**src/rtl/sha256_msg_schedule_pkg.sv**
```systemverilog
// Shared SHA-256 widths, schedule FSM encodings and the sigma functions,
// kept here so the compression engine can reuse the same definitions.
package sha256_msg_schedule_pkg;

  localparam int SHA256_WORD_W  = 32;
  localparam int SHA256_BLOCK_W = 512;

  localparam logic [0:0] ST_IDLE = 1'b0;
  localparam logic [0:0] ST_RUN  = 1'b1;

  function automatic logic [SHA256_WORD_W-1:0] rotr(input logic [SHA256_WORD_W-1:0] x,
                                                    input int n);
    return (x >> n) | (x << (SHA256_WORD_W - n));
  endfunction

  function automatic logic [SHA256_WORD_W-1:0] sig0(input logic [SHA256_WORD_W-1:0] x);
    return rotr(x, 7) ^ rotr(x, 18) ^ (x >> 3);
  endfunction

  function automatic logic [SHA256_WORD_W-1:0] sig1(input logic [SHA256_WORD_W-1:0] x);
    return rotr(x, 17) ^ rotr(x, 19) ^ (x >> 10);
  endfunction

  function automatic logic [SHA256_WORD_W-1:0] Sig0(input logic [SHA256_WORD_W-1:0] x);
    return rotr(x, 2) ^ rotr(x, 13) ^ rotr(x, 22);
  endfunction

  function automatic logic [SHA256_WORD_W-1:0] Sig1(input logic [SHA256_WORD_W-1:0] x);
    return rotr(x, 6) ^ rotr(x, 11) ^ rotr(x, 25);
  endfunction

endpackage

```
**src/rtl/sha256_w_expand.sv**
```systemverilog
// Combinational expansion step: next schedule word from the sliding window,
// W[t+16] = sig1(W[t+14]) + W[t+9] + sig0(W[t+1]) + W[t], modulo 2^32.
module sha256_w_expand
  import sha256_msg_schedule_pkg::*;
(
  input  logic [SHA256_WORD_W-1:0] w0_i,
  input  logic [SHA256_WORD_W-1:0] w1_i,
  input  logic [SHA256_WORD_W-1:0] w9_i,
  input  logic [SHA256_WORD_W-1:0] w14_i,
  output logic [SHA256_WORD_W-1:0] w_next_o
);

  assign w_next_o = sig1(w14_i) + w9_i + sig0(w1_i) + w0_i;

endmodule

```
**src/rtl/sha256_msg_schedule.sv**
```systemverilog
// SHA-256 message schedule: accepts one padded block, then streams W[0..ROUNDS-1]
// one word per handshake using a 16-word sliding window.
//
// state | meaning
// IDLE  | waiting for a block, blk_ready high
// RUN   | streaming window head as W[t], w_valid high
module sha256_msg_schedule
  import sha256_msg_schedule_pkg::*;
#(
  parameter int ROUNDS = 64
) (
  input  logic                      CLK,
  input  logic                      nreset,
  input  logic                      blk_valid,
  output logic                      blk_ready,
  input  logic [SHA256_BLOCK_W-1:0] blk_data,
  input  logic                      flush,
  output logic                      w_valid,
  input  logic                      w_ready,
  output logic [SHA256_WORD_W-1:0]  w_data,
  output logic [5:0]                w_idx,
  output logic                      w_last
);

  localparam logic [5:0] T_LAST = 6'(ROUNDS - 1);

  logic [0:0]               state_q, state_d;
  logic [5:0]               t_q, t_d;
  logic [SHA256_WORD_W-1:0] win_q [16];
  logic [SHA256_WORD_W-1:0] win_d [16];
  logic [SHA256_WORD_W-1:0] w_next;

  sha256_w_expand u_expand (
    .w0_i     (win_q[0]),
    .w1_i     (win_q[1]),
    .w9_i     (win_q[9]),
    .w14_i    (win_q[14]),
    .w_next_o (w_next)
  );

  assign blk_ready = (state_q == ST_IDLE);
  assign w_valid   = (state_q == ST_RUN);
  assign w_data    = win_q[0];
  assign w_idx     = t_q;
  assign w_last    = w_valid && (t_q == T_LAST);

  always_comb begin
    state_d = state_q;
    t_d     = t_q;
    win_d   = win_q;
    // flush wins over any handshake presented in the same cycle
    if (flush) begin
      state_d = ST_IDLE;
      t_d     = '0;
    end else begin
      case (state_q)
        ST_IDLE: begin
          if (blk_valid) begin
            for (int i = 0; i < 16; i++) begin
              win_d[i] = blk_data[SHA256_BLOCK_W-1-SHA256_WORD_W*i -: SHA256_WORD_W];
            end
            t_d     = '0;
            state_d = ST_RUN;
          end
        end
        default: begin
          if (w_ready) begin
            if (t_q == T_LAST) begin
              state_d = ST_IDLE;
              t_d     = '0;
            end else begin
              for (int i = 0; i < 15; i++) begin
                win_d[i] = win_q[i+1];
              end
              win_d[15] = w_next;
              t_d       = t_q + 6'd1;
            end
          end
        end
      endcase
    end
  end

  always_ff @(posedge CLK or negedge nreset) begin
    if (!nreset) begin
      state_q <= ST_IDLE;
      t_q     <= '0;
      win_q   <= '{default: '0};
    end else begin
      state_q <= state_d;
      t_q     <= t_d;
      win_q   <= win_d;
    end
  end

endmodule
```
**config.mk**
```make
export PLATFORM = sky130hd
export DESIGN_NAME = sha256_msg_schedule
export DESIGN_NICKNAME = d
export VERILOG_FILES = /design/src/rtl/sha256_msg_schedule_pkg.sv /design/src/rtl/sha256_w_expand.sv /design/src/rtl/sha256_msg_schedule.sv
export SDC_FILE = /design/constraint.sdc
export NUM_CORES = 1
export LEC_CHECK = 0
export CAP_MARGIN = 25
export CELL_PAD_IN_SITES_DETAIL_PLACEMENT = 1
export CELL_PAD_IN_SITES_GLOBAL_PLACEMENT = 1
export CORE_ASPECT_RATIO = 1.2
export CORE_MARGIN = 4
export CORE_UTILIZATION = 40
export CTS_CLUSTER_SIZE = 28
export DETAILED_ROUTE_END_ITERATION = 6
export PLACE_DENSITY_LB_ADDON = 0.05
export SYNTH_ARGS = -nofsm -noshare
export SYNTH_HDL_FRONTEND = slang
export SYNTH_SLANG_ARGS = --single-unit
```
**constraint.sdc**
```tcl
create_clock -name CLK -period 4.8 [get_ports CLK]
set_input_delay 0.96 -clock CLK [delete_from_list [all_inputs] [get_ports CLK]]
set_output_delay 0.96 -clock CLK [all_outputs]
set_load 0.05 [all_outputs]
```
==> impl_metrics.toml <==
[sta]
worst_pin_slew_ps = 1010
fin_setup_tns_ps = 0
clock_skew_ps = 25.0
fin_crit_sh_pct = 95.3
slew_viol_final = 0
hold_violations = 0
fmax_ghz = 0.219
relSlewSlack_pct = 33.0
rsz0062_at_grt = "false"
finalSetupViolCount = 0
layout_min_cycle_time_ps = 4580

[worst_setup_path]
crit_fanout = 5
r2r-end = "win_q[13]"
rr_startpoint = "win_q[50]"
worstPathArrival_ps = 5130
path_class = "flop to flop"
reg2regPathDepth = 14
start_kind = "flop"
end_kind = "flop"
required_ps = 5350
r2r_slack_ps = 220

[global_routing]
grt_pass1_wl_um = 167000
overflow = 0
antenna_found_initial = 18
grt_max_degree = 129
grt_pass1_vias = 24720
grt.total_usage_pct = 29.7

[route]
routedWlPerCell_um = 26.5
vias = 22690
drt-initial-drc-count = 1342
firstDrtPassIters = 4
vias_per_cell = 5.27
drc = 0
wl_um = 114000
ant_nets = 0

[clock_tree]
clk_latency_ps = 640
root_buffer = "clkbuf_16"
cts_inserted_buffers = 59
cts-htree-levels = 2
cts_max_path_buffers = 3
clock_sinks = 519
clk_pin_slew_ps = 60
cts_hold_buf = 0
cts_tree = "done"

[worst_hold_path]
hold_path_class = "input port to asynchronous set/reset pin"

[die]
boundaryPins = 558
die_height_um = 300
dieArea_sq_mm = 0.0754
die_w_um = 251
coreArea_sq_mm = 0.0700
floorplan.initialDensity_pct = 40.6
num_rows = 106

[yosys]
synth_area_leaders = "dfrtp_1, mux2i_1, o21ai_0"
netlist.area_leader.share_pct = 45.7
synthArstFlopShare_pct = 100
avgSynthCellArea_sq_um = 9.74
ys_types = 60
syn_nets = 3530
synth_area_sq_mm = 0.0284
yosysTopAreaCell = "dfrtp_1"
yosysWarnings = 0
synth_cells = 2919
synth_top_flop_cell = "dfrtp_1"
yosys.cell_count.top_type = "nand2_1"
ys_seq_area_share_pct = 45.7
synth_seq_cells = 519
synth_common_cells = "nand2_1, dfrtp_1, mux2i_1, o21ai_0, clkbuf_1"
synth_edf_count = 0

[finish]
drive_gt1_share_pct = 5.18
nets = 3940
fillers = 7799
regArea_sq_mm = 0.0130
multi_input_area_sq_mm = 0.0138
area_delta_synth_final_pct = 29.1
instances_no_fill = 4308

[pwr]
p_leak_nw = 16.4
powerDensity_mw_per_mm2 = 738
ir_worst_vdd_v = 0.000682

[placement]
gp_congestion = 0.911
dp_hpwl_um = 89700
dp_cells = 4184
portBuffers = 557

[run_status]
outcome = "finished clean"

[flow_run]
max_cap_violations = 0
registers in the layout, summed over array words and instances (netlist names):
signal / cells
win_q: 480
w_idx: 6
w_data: 32
w_valid: 1
critical path: stages (launching register included):
cell and delay [ps]:
dfrtp_1 460, xnor2_1 170, xnor2_1 330, fa_1 500
fa_1 460, ha_1 240, fa_1 500, a211oi_2 300
o21ai_1 140, a21boi_2 210, o21bai_1 100, a2111oi_0 550
nor3_1 150, mux2_4 330, nand3_2 70
per-layer routing:
layer | vias to the layer above | GRT usage [%] | routed length, um
met3 | 166 | 6.13 | 6030
met2 | 573 | 51.7 | 57400
li1 | 10626 | - | -
met4 | 16 | 11.4 | 4700
met5 | - | 0 | 111
met1 | 11309 | 36.2 | 46000
cell type report:
| type | count | area share, % |
|---|---|---|
| Clock inverter | 23 | 0.780 |
| Antenna cell | 11 | 0.0750 |
| Timing Repair Buffer | 614 | 17.0 |
| Multi-Input combinational cell | 2003 | 37.5 |
| Inverter | 132 | 1.35 |
| Clock buffer | 88 | 4.78 |
| Tap cell | 918 | 3.13 |
| Sequential cell | 519 | 35.4 |
cell usage in the layout, fill, tap and decap left out, types with 8 or more instances in the layout:
cell / n
buf_4: 39
clkbuf_1: 13
clkinv_2: 12
clkbuf_16: 60
inv_1: 131
a21o_1: 15
mux2i_1: 490
o21ai_0: 483
a211oi_1: 8
diode_2: 11
ha_1: 32
fa_1: 62
and3_1: 12
clkbuf_8: 15
dfrtp_1: 518
clkdlybuf4s50_1: 556
nand2_1: 528
nand3_1: 16
nor2_1: 39
xor2_1: 19
a21oi_1: 56
buf_12: 16
o21ai_1: 34
nor3_1: 10
xnor2_1: 124
cell families after synthesis:
group | count (synthesis) | synth area share [%]
adders and majority gates | 94 | 5.77
AOI/OAI and AO/OA | 642 | 12.0
xor gates and xnor gates | 143 | 4.40
and+or+nand+nor | 633 | 8.88
buffers and inverters | 397 | 5.98
DFF | 519 | 45.7
muxes | 491 | 17.3
where the power goes:
part           internal [mW]  switching (mW)  leakage, nW
logic                   5.82            10.2         8.85
registers               5.38           0.946         6.50
clock network           2.80            1.96        0.999
worst max-delay path by stage:
| stage | start | end | slack [ps] | depth (start not counted) |
|---|---|---|---|---|
| finish | win_q[50] | win_q[13] | 220 | 14 |
| global route | win_q[55] | win_q[27] | 60 | 15 |
| CTS | win_q[50] | win_q[25] | 130 | 14 |
| detailed placement | win_q[50] | win_q[25] | 180 | 14 |
| global placement | win_q[52] | win_q[30] | 350 | 13 |
| floorplan | win_q[50] | win_q[13] | 800 | 15 |
timing repair:
item / 4_1_cts / 5_1_grt
buffers inserted: 0 / 0
endpoints found under the setup margin: 0 / 3
gates resized for setup: 0 / 3
metrics by stage:
stage / utilization, % / setup WS (ps) / hold slack (ps) / cell area, sq um / total power, mW
floorplan: - / 797 / 450 / 28400 / 16.0
global placement: 49.4 / 349 / 460 / 34600 / 21.8
detailed placement: 49.4 / 180 / 470 / 34600 / 22.0
CTS: 52.3 / 132 / 379 / 36600 / 27.0
global route: 52.4 / 57.6 / 392 / 36700 / 28.8
finish: 52.4 / 224 / 356 / 36700 / 27.1
No activity file was read; power rests on OpenSTA's default activity.
